[src/rtl/cpu_multicycle_ctrl.sv]
// Multicycle control FSM for CPU_V1: fetches one ARM data-processing word per
// instruction over a req/ack handshake, then executes ADD / ADD-immediate.
module cpu_multicycle_ctrl #(
  parameter int DATA_W       = 32,
  parameter int COUNT_W      = 16,
  parameter int IMEM_TIMEOUT = 15
) (
  input  logic               clk,
  input  logic               reset,
  input  logic               start,
  input  logic               stop,
  output logic               imem_req,
  input  logic               imem_ack,
  input  logic [DATA_W-1:0]  imem_rdata,
  output logic               pc_en,
  output logic [3:0]         ra1,
  output logic [3:0]         ra2,
  output logic [3:0]         wa3,
  output logic               alu_src_imm,
  output logic [DATA_W-1:0]  imm_ext,
  output logic               rf_we,
  output logic               busy,
  output logic               halted,
  output logic               illegal,
  output logic               timeout,
  output logic [COUNT_W-1:0] instr_count
);

  localparam int TO_W = (IMEM_TIMEOUT > 1) ? $clog2(IMEM_TIMEOUT) : 1;
  localparam logic [TO_W-1:0] TO_LAST = TO_W'(IMEM_TIMEOUT - 1);

  typedef enum logic [2:0] {
    S_IDLE, S_FETCH, S_DECODE, S_EXECUTE, S_WRITEBACK, S_HALT
  } state_t;

  state_t             state, state_nx;
  logic [DATA_W-1:0]  ir;
  logic               stop_lat;
  logic [TO_W-1:0]    to_cnt;
  logic               ir_ld, to_clr, to_inc, set_ill, set_tmo, cnt_inc, boundary;
  logic               is_add, cond_al, dec_vld;

  function automatic logic [COUNT_W-1:0] sat_inc(input logic [COUNT_W-1:0] v);
    return (&v) ? v : v + COUNT_W'(1);
  endfunction

  // A legal ADD: op=00, cmd=0100 (S bit free), and no shift/rotate encoded.
  assign is_add  = (ir[27:26] == 2'b00) && (ir[24:20] ==? 5'b0100?) &&
                   (ir[25] ? (ir[11:8] == 4'h0) : (ir[11:4] == 8'h00));
  assign cond_al = (ir[31:28] == 4'hE);

  always_comb begin
    state_nx = state;
    ir_ld    = 1'b0;
    to_clr   = 1'b0;
    to_inc   = 1'b0;
    set_ill  = 1'b0;
    set_tmo  = 1'b0;
    cnt_inc  = 1'b0;
    boundary = 1'b0;
    imem_req = 1'b0;
    pc_en    = 1'b0;
    rf_we    = 1'b0;
    case (state)
      S_IDLE: if (start) state_nx = S_FETCH;
      S_FETCH: begin
        imem_req = 1'b1;
        if (imem_ack) begin
          ir_ld    = 1'b1;
          to_clr   = 1'b1;
          state_nx = S_DECODE;
        end else if (to_cnt == TO_LAST) begin
          set_tmo  = 1'b1;
          to_clr   = 1'b1;
          state_nx = S_HALT;
        end else begin
          to_inc = 1'b1;
        end
      end
      S_DECODE: begin
        if (is_add && cond_al) begin
          state_nx = S_EXECUTE;
        end else if (is_add) begin
          pc_en    = 1'b1;
          boundary = 1'b1;
        end else begin
          set_ill  = 1'b1;
          state_nx = S_HALT;
        end
      end
      S_EXECUTE: state_nx = S_WRITEBACK;
      S_WRITEBACK: begin
        rf_we    = 1'b1;
        pc_en    = 1'b1;
        cnt_inc  = 1'b1;
        boundary = 1'b1;
      end
      S_HALT: state_nx = S_HALT;
      default: state_nx = S_IDLE;
    endcase
    if (boundary) state_nx = (stop_lat || stop) ? S_IDLE : S_FETCH;
  end

  always_ff @(posedge clk or negedge reset) begin
    if (!reset) begin
      state       <= S_IDLE;
      ir          <= '0;
      stop_lat    <= 1'b0;
      to_cnt      <= '0;
      illegal     <= 1'b0;
      timeout     <= 1'b0;
      instr_count <= '0;
    end else begin
      state    <= state_nx;
      // A stop seen while busy is held until the next instruction boundary.
      stop_lat <= busy && !boundary && (stop_lat || stop);
      if (ir_ld)        ir     <= imem_rdata;
      if (to_clr)       to_cnt <= '0;
      else if (to_inc)  to_cnt <= to_cnt + TO_W'(1);
      if (set_ill)      illegal <= 1'b1;
      if (set_tmo)      timeout <= 1'b1;
      if (cnt_inc)      instr_count <= sat_inc(instr_count);
    end
  end

  assign busy    = (state == S_FETCH) || (state == S_DECODE) ||
                   (state == S_EXECUTE) || (state == S_WRITEBACK);
  assign halted  = (state == S_HALT);
  assign dec_vld = (state == S_DECODE) || (state == S_EXECUTE) || (state == S_WRITEBACK);

  assign ra1         = dec_vld ? ir[19:16] : 4'h0;
  assign ra2         = dec_vld ? ir[3:0]   : 4'h0;
  assign wa3         = dec_vld ? ir[15:12] : 4'h0;
  assign alu_src_imm = dec_vld && ir[25];
  assign imm_ext     = dec_vld ? DATA_W'(ir[7:0]) : '0;

endmodule

[config.mk]
export PLATFORM = sky130hd
export DESIGN_NAME = cpu_multicycle_ctrl
export DESIGN_NICKNAME = d
export VERILOG_FILES = /design/src/rtl/cpu_multicycle_ctrl.sv
export SDC_FILE = /design/constraint.sdc
export NUM_CORES = 1
export LEC_CHECK = 0
export BUFFER_PORTS_ARGS = -buffer_cell sky130_fd_sc_hd__buf_2
export CAP_MARGIN = 5
export CORE_MARGIN = 8
export CORE_UTILIZATION = 45
export DETAILED_ROUTE_END_ITERATION = 8
export GPL_TIMING_DRIVEN = 1
export PLACE_DENSITY_LB_ADDON = 0.12
export SETUP_SLACK_MARGIN = 0.4
export SYNTH_ARGS = -nofsm -noshare
export SYNTH_HDL_FRONTEND = slang
export SYNTH_SLANG_ARGS = --single-unit
[constraint.sdc]
create_clock -name clk -period 1.4 [get_ports clk]
set_input_delay 0 -clock clk [delete_from_list [all_inputs] [get_ports clk]]
set_output_delay 0 -clock clk [all_outputs]
set_load 0.005 [all_outputs]
==> After elaboration in Yosys (flattened, before gate mapping) <==
Cells that the tools add are included.
{ "totals": {"ff_bits": 58, "input_bits": 37, "output_inout_bits": 68, "word_cells": 76} }
{ "op_classes": {"add_sub_neg": 2, "n_eq_ne": 12, "mux": 33, "bitwise": 1, "n_reduce_logical": 21} }
{ "op_table": {"columns": ["op", "n"], "rows": [
  ["2-to-1 mux 4 bit", 5],
  ["2-to-1 mux 1 bit", 19],
  ["2-to-1 mux 3 bit", 6],
  ["case mux 3 bit (6 select lines)", 1],
  ["adder 16 x 1 -> 16 bit, second input constant", 1],
  ["AND reduction 16 bit", 1],
  ["equality test 4 bit, second input constant", 2],
  ["logical NOT 8 bit", 1],
  ["2-to-1 mux 8 bit", 1],
  ["inequality test 4 bit, second input constant", 2],
  ["equality test 3 x 2 -> 1 bit, second input constant", 2],
  ["equality test 3 bit, second input constant", 2],
  ["logical AND 1 bit", 6],
  ["logical OR 1 bit", 6],
  ["adder 4 x 1 -> 4 bit, second input constant", 1],
  ["equality test 4 x 3 -> 1 bit, second input constant", 1],
  ["logical NOT 4 bit", 1],
  ["AND reduction 4 bit", 1],
  ["equality test 3 x 1 -> 1 bit, second input constant", 1],
  ["logical NOT 3 bit", 1],
  ["inequality test 3 bit, second input constant", 1],
  ["logical NOT 2 bit", 1],
  ["inequality test 2 bit, second input constant", 1],
  ["case mux 1 bit (2 select lines)", 1],
  ["4 further kinds", 4]
]} }

==> Logic depth before layout (Yosys ltp) <==
Gate-level depths: netlist of run 1.
{ "logic_depth": {"depth_word": 9, "depth_mapped": 8, "ltp_nobuf": 6} }

==> Least setup slack after synthesis of run 1 <==
Ideal clock, no wire load.
{ "synth_timing": {"kind": "flip-flop to flip-flop", "start": "register instr_count[0]", "end": "register instr_count[1]", "setup_time_ns": 0.127, "arrival_ns": 1.448, "required_time_ns": 1.273, "slack_ns": -0.175, "path_stages_with_launch": 6, "path_buffers": 0, "period_less_slack_ns": 1.575, "cell_sequence": "dfrtp_1 > ha_1 > nand3_2 > nor3_4 > a21o_1 > mux2_1"} }
{ "synth_via": {"elab_chain_cells": 3, "elab_cells_between_ends": 4, "classes_between": "add/sub (1); bitwise (1); reduce/logical (2)"} }
{ "synth_rtl": {"columns": ["element", "line_no", "rtl"], "rows": [
  ["start, declared", "26", "output logic [COUNT_W-1:0] instr_count"],
  ["start signal, assigned", "122", "if (cnt_inc) instr_count <= sat_inc(instr_count);"],
  ["branches (longest 3 deep; another with adder 16 x 1 -> 16 bit)", null, null]
]} }
Several ways; the timed one is not identified.
A chain may end at the register's enable or synchronous reset.

==> Worst setup path in the final report of run 1 <==
{ "layout_timing": {"start": "register state[2]", "end": "output port imm_ext[2]"} }
{ "layout_via": {"elab_chain_cells": 4, "elab_cells_between_ends": 6, "classes_between": "eq/ne (3); mux (1); reduce/logical (2)"} }
{ "layout_rtl": {"columns": ["element", "line_no", "rtl"], "rows": [
  ["start, declared", "36", "state_t state, state_nx;"],
  ["start signal, assigned", "114", "state <= state_nx;"],
  ["equality test 3 x 2 -> 1 bit", "129", "assign dec_vld = (state == S_DECODE) || (state == S_EXECUTE) || (state == S_WRITEBACK);"],
  ["logical OR 1 bit", "129", null],
  ["logical OR 1 bit (*)", "129", null],
  ["2-to-1 mux 8 bit (*)", "135", "assign imm_ext = dec_vld ? DATA_W'(ir[7:0]) : '0;"],
  ["end, declared", "20", "output logic [DATA_W-1:0] imm_ext,"]
]} }
Mark *: on every way between the ends. The rest lies on a longest branch, timed or not.

==> metrics.yaml, run 1 <==
logic_synthesis:
  synth.cell_area_mm2: 0.00295
  synthArstFlopShare_pct: 100
  yosysUniqueCellTypes: 51
  ys.flop_type: "dfrtp_1"
  syn_avg_cell_area_um2: 11.8
  yosysMostFrequentCell: "dfrtp_1"
  ys_ff_latch: 57
  synth-seq-area-share_pct: 48.4
  synth_top_cell_by_area: "dfrtp_1"
  synth_warnings: 0
  yosys-top-cells-area: "dfrtp_1 48%, mux2_2 12%, buf_4 8.4%"
  synth_commonest_cells: "57 x dfrtp_1, 33 x buf_4, 31 x mux2_2"
  syn_inst: 250
  synth_edf_count: 0
  synth_top_area_share_pct: 48.4
floorplan:
  dieHeight_um: 97.0
  core_area_mm2: 0.00635
  std_cell_rows: 29
  start_util_pct: 46.4
  die_area_mm2: 0.00940
  dieWidth_um: 97.0
  io_pins: 105
routing:
  drc: 0
  ant_nets: 0
  wl_per_cell_um: 17.4
  wirelength_mm: 9.20
  vias_per_cell: 4.96
  drtPass1Iterations: 4
  drtIter0Drc: 49
  num_vias: 2622
global_routing:
  grt_max_degree: 58
  antenna_found_initial: 0
  gr-total-overflow: 0
  grt_pass1_vias: 2884
  grt_pass1_wl_mm: 14.4
  grt_usage_pct: 18.7
pwr:
  power.switching_uw: 3190
  p_sw_share_pct: 32.6
  power_frac_seq_pct: 29.4
  intPower_uw: 6610
  pwr-share-comb_pct: 53.7
  vdd_drop_max_uv: 1120
  p_clk_share_pct: 17.0
  p_leak_uw: 0.00259
  pwr_density_cell_mw_per_mm2: 1850
finish:
  final_cells: 529
  nFillCells: 333
  diodes: 0
  finish.net_count: 487
  final_design_area_no_fill_mm2: 0.00531
  seq_area_mm2: 0.00143
  drive_above_1_share_pct: 60.4
  multi_input_area_mm2: 0.00174
  syn_to_final_growth_pct: 79.9
timing:
  tns_ps: -22620
  period_minus_slack_ps: 1780
  fmax_mhz: 562
  hold_slack_ps: 51.5
  finalClockSkew_ps: 13.3
  setup_ws_ps: -379
  hold_viol: 0
  slew_violations: 0
  period_share_pct: 127
  setup_viol: 81
  rsz0062_at_grt: "yes"
placement:
  gp_congestion: 0.799
  place_inst: 442
  numPortBuffers: 79
  dp_hpwl_mm: 5.22
  place_area_mm2: 0.00396
status:
  violations: "setup timing"
  outcome: "finished, violations left"
clock_tree:
  cts_made_buffers: 9
  clk_latency_ps: 340
  cts_tree: "yes"
  cts_root_buf: "clkbuf_8"
  clk_path_buf_depth: 2
  path_clk_slew_ps: 80
  cts.sinks: 57
  cts_max_level: 3
critical_path:
  cp_max_fo: 8
  critPathArrivalTime_ps: 1780
  crit_path_end_kind: "output pin"
  crit_type: "reg2out"
  required_ps: 1400
  start_kind: "flip-flop"
run:
  maxCapViolCount: 0
hold_path:
  worstHoldPathType: "in2reg"
## flip-flops by register name (all words and copies together), names as in the netlist
register and count:
illegal 1, instr_count 16, ir 31, state 3
stop_lat 1, timeout 1, to_cnt 4
## power groups by stage
stage	combinational [µW]	sequential [µW]	clock, µW
6_report	5260	2880	1660
5_1_grt	5590	2950	1760
4_1_cts	4770	2830	1670
3_5_place_dp	3670	2830	0
3_3_place_gp	3580	2820	0
2_1_floorplan	2650	2730	0
## critical path: stages (launching register included)
cell and delay [ps]:
dfrtp_1 430, buf_6 150, nand2_4 80, clkinv_4 50, buf_6 110, a21oi_4 210
clkbuf_16 230, nor2b_4 50, buf_2 120
## layer usage
metal	share of wire, %	wire length [µm]	vias up	global-route usage (%)
met4	1.2	114	0	6.39
met5	0	0	-	0
met3	5.6	512	11	5.19
met1	42	3840	1285	21.3
li1	-	-	1228	-
met2	52	4740	98	32.8
## cell usage in the layout (no fill, tap or decap), types with 5 or more instances in the layout
cell           instances
xor2_1                 7
buf_2                 59
nand4_1                5
nor2b_4               10
dfrtp_1               55
clkbuf_8              12
nand2_1                7
conb_1                24
nor2b_1                7
buf_6                 63
xnor2_1                6
mux2_4                34
buf_4                 35
dlygate4sd3_1         34
## through the flow
stage	power, µW	setup slack (ps)	utilization [%]
final	9800	-379	83.5
after global routing	10300	-442	83.5
after CTS	9280	-334	79.6
after detailed placement	6500	-177	62.4
after global placement	6400	-136	62.4
after floorplan	5380	-171	-
## kinds of logic after synthesis
family | count (synthesis) | share of synthesized area, %
xor+xnor | 14 | 4.16
flops | 57 | 48.4
compound gates | 28 | 6.28
other cells | 1 | 0.127
fa+ha+maj | 3 | 1.27
buf+inv | 43 | 10.2
mux | 35 | 13.3
simple gates | 69 | 16.3
## worst paths after layout
path                                from  cells past startpoint               to  slack [ps]
worst max-delay path            state[2]                      8       imm_ext[2]        -380
worst min-delay path            imem_ack                      4         state[2]          50
worst max register to register  state[2]                      9            ir[2]        -360
worst min register to register   timeout                      1          timeout         480
max in group asynchronous          reset                      3   instr_count[2]         930
min in group asynchronous          reset                      3  instr_count[14]         190
## repair_timing
action / 4_1_cts / 5_1_grt
setup buffers: 22 / 12
gates cloned: 3 / 0
pin swaps: 27 / 15
hold buffers: 34 / 0
hold endpoints to repair: 92 / 0
gates resized for setup: 70 / 32
endpoints found under the setup margin: 94 / 98
## final cells by class
type,count,share of cell area [%]
timing repair buffer,199,33.6
multi-input combinational,173,32.8
sequential,57,26.9
clock buffer,12,3.11
tap,77,1.82
clock inverter,4,0.943
inverter,7,0.778
Note: power is estimated with default switching activity, not from simulation.
==> inputs of run 2 (changes only) <==
--- a/config.mk
+++ b/config.mk
@@ -5,8 +5,9 @@
 export SDC_FILE = /design/constraint.sdc
 export NUM_CORES = 1
 export LEC_CHECK = 0
-export BUFFER_PORTS_ARGS = -buffer_cell sky130_fd_sc_hd__buf_2
+export BUFFER_PORTS_ARGS = -buffer_cell sky130_fd_sc_hd__buf_4
 export CAP_MARGIN = 5
+export CORE_ASPECT_RATIO = 2
 export CORE_MARGIN = 8
 export CORE_UTILIZATION = 45
 export DETAILED_ROUTE_END_ITERATION = 8
==> run 2 against run 1 <==
Compared with the run above: the run still ends with setup timing left; sequential power about the same; register-to-register slack better by 50 ps; worst setup slack better by 28 ps; hold slack better by 47 ps; combinational power down 0.8%; flip-flop and latch count unchanged; critical path type unchanged; critical endpoint is now imm_ext[1]; largest cell class unchanged; highest routed layer unchanged.
==> metrics.yaml, run 2 (synthesized netlist as in run 1, its figures left out) <==
status:
  outcome: "finished, violations left"  # unchanged
  violations: "setup timing"  # unchanged
clock_tree:
  path_clk_slew_ps: 50  # was 80 ps
  cts_root_buf: "clkbuf_16"  # was clkbuf_8
  clk_path_buf_depth: 2  # unchanged
  cts_tree: "yes"  # unchanged
  clk_latency_ps: 330  # was 340 ps
  cts_max_level: 3  # unchanged
  cts_made_buffers: 9  # unchanged
  cts.sinks: 57  # unchanged
finish:
  syn_to_final_growth_pct: 86.6  # was 79.9%
  drive_above_1_share_pct: 59.8  # was 60.4%
  regMostFlops: "ir"  # unchanged
  final_design_area_no_fill_mm2: 0.00550  # was 0.00531 mm²
  top_regs: "ir (31), instr_count (16), to_cnt (4)"  # unchanged
  largest_reg_flops: 31  # unchanged
  final_common_cell: "buf_4"  # was buf_6
  finish.net_count: 478  # was 487
  layout_common_cells: "88 x buf_4, 59 x buf_6, 56 x dfrtp_1, 35 x dlygate4sd3_1, 33 x mux2_4"  # was 63 x buf_6, 59 x buf_2, 55 x dfrtp_1, 35 x buf_4
pwr:
  p_sw_share_pct: 31.0  # was 32.6%
  pwr_density_cell_mw_per_mm2: 1860  # was 1850 mW/mm²
  p_leak_uw: 0.00263  # was 0.00259 µW
  power_frac_seq_pct: 28.1  # was 29.4%
  vdd_drop_max_uv: 1560  # was 1120 µV
  p_clk_share_pct: 21.1  # was 17.0%
  power.switching_uw: 3180  # was 3190 µW
  intPower_uw: 7080  # was 6610 µW
  pwr-share-comb_pct: 50.9  # was 53.7%
  total_power_uw: 10300  # was 9800 µW
global_routing:
  gr-total-overflow: 0  # unchanged
  antenna_found_initial: 1  # was 0
  grt_pass1_vias: 2821  # was 2884
  grt_usage_pct: 19.7  # was 18.7%
  grt_max_degree: 33  # was 58
  grt_pass1_wl_mm: 14.2  # was 14.4 mm
timing:
  period_minus_slack_ps: 1750  # was 1780 ps
  tns_ps: -15880  # was -22620 ps
  fmax_mhz: 571  # was 562 MHz
  setup_ws_ps: -351  # was -379 ps
  period_share_pct: 125  # was 127%
  hold_viol: 0  # unchanged
  hold_slack_ps: 98.4  # was 51.5 ps
  slew_violations: 0  # unchanged
  rsz0062_at_grt: "yes"  # unchanged
  setup_viol: 74  # was 81
  finalClockSkew_ps: 3.03  # was 13.3 ps
placement:
  place_area_mm2: 0.00415  # was 0.00396 mm²
  numPortBuffers: 79  # unchanged
  dp_hpwl_mm: 5.35  # was 5.22 mm
  gp_congestion: 0.814  # was 0.799
routing:
  ant_nets: 0  # unchanged
  wirelength_mm: 9.30  # was 9.20 mm
  drtIter0Drc: 196  # was 49
  drtPass1Iterations: 4  # unchanged
  vias_per_cell: 4.84  # was 4.96
  num_vias: 2575  # was 2622
  wl_per_cell_um: 17.5  # was 17.4 µm
  drc: 0  # unchanged
hold_path:
  holdPathEnd: "to_cnt[0]"  # was state[2]
  worstHoldPathType: "in2reg"  # unchanged
  min_from: "imem_ack"  # unchanged
  hold_depth: 4  # unchanged
floorplan:
  std_cell_rows: 42  # was 29
  core_area_mm2: 0.00646  # was 0.00635 mm²
  die_area_mm2: 0.00956  # was 0.00940 mm²
  dieWidth_um: 73.2  # was 97.0 µm
  dieHeight_um: 130  # was 97.0 µm
  io_pins: 105  # unchanged
  start_util_pct: 45.6  # was 46.4%
critical_path:
  critPathArrivalTime_ps: 1750  # was 1780 ps
  crit_path_end_kind: "output pin"  # unchanged
  cp_max_fo: 8  # unchanged
  required_ps: 1400  # about the same
  start_kind: "flip-flop"  # unchanged
  r2r-end: "instr_count[14]"  # was ir[2]
  worstRegToRegCells: 5  # was 9
  r2r_setup_slack_ps: -310  # was -360 ps
  crit_type: "reg2out"  # unchanged
  timing.rr.start: "instr_count[1]"  # was state[2]
run:
  maxCapViolCount: 0  # unchanged
-- run 2: critical path, stage by stage (launching register included) --
cell       delay [ps]
dfrtp_1           400
buf_12            120
nor2_4             30
nand2_4            80
clkinv_4           50
buf_6             120
a21oi_4           210
clkbuf_16         240
nor2b_4            60
buf_6             110
-- run 2: metal layers --
metal  GRT usage, %  share of wire, %  wire length [µm]  vias up
met2           33.2                53              4940       86
met5              0                 0                 0        -
met3           6.80               6.2               579       21
met4           10.2               2.4               221        0
li1               -                 -                 -     1206
met1           21.1                38              3550     1262
-- run 2: cell type report --
cell class                      count  area, µm²
Timing Repair Buffer              190       1860
Antenna cell                        1       2.50
Sequential cell                    57       1430
Inverter                            7       38.8
Clock buffer                       10        239
Fill cell                         358        961
Tap cell                           88        110
Multi-Input combinational cell    173       1770
Clock inverter                      6       57.6
-- run 2: power by group through the flow --
stage | combinational [µW] | clock [µW] | sequential, µW
6_report | 5220 | 2160 | 2880
5_1_grt | 5560 | 2280 | 2940
4_1_cts | 4840 | 2200 | 2850
3_5_place_dp | 3890 | 0 | 2820
3_3_place_gp | 3810 | 0 | 2800
2_1_floorplan | 2650 | 0 | 2730
-- run 2: through the flow --
stage | worst slack (ps) | utilization [%] | std cells
after CTS | -343 | 81.8 | 522
after global routing | -404 | 85.1 | 532
final | -351 | 85.1 | 532
after global placement | -104 | 64.2 | 448
after floorplan | -171 | - | 273
after detailed placement | -116 | 64.2 | 448
-- run 2: timing repair --
| action | CTS | global route |
|---|---|---|
| gates cloned | 3 | 0 |
| setup buffers | 20 | 9 |
| resized for setup | 62 | 38 |
| endpoints found under the hold margin | 91 | 0 |
| hold buffers | 35 | 0 |
| pin swaps | 26 | 14 |
| endpoints found under the setup margin | 91 | 97 |
-- run 2: worst max-delay path by stage --
stage	start	end	slack (ps)	cells past startpoint
after floorplan	instr_count[0]	instr_count[1]	-170	5
after global placement	state[1]	instr_count[14]	-100	4
after detailed placement	state[1]	instr_count[14]	-120	4
after CTS	state[1]	ra1[1]	-340	9
after global routing	state[1]	imm_ext[0]	-400	9
final	state[1]	imm_ext[1]	-350	9
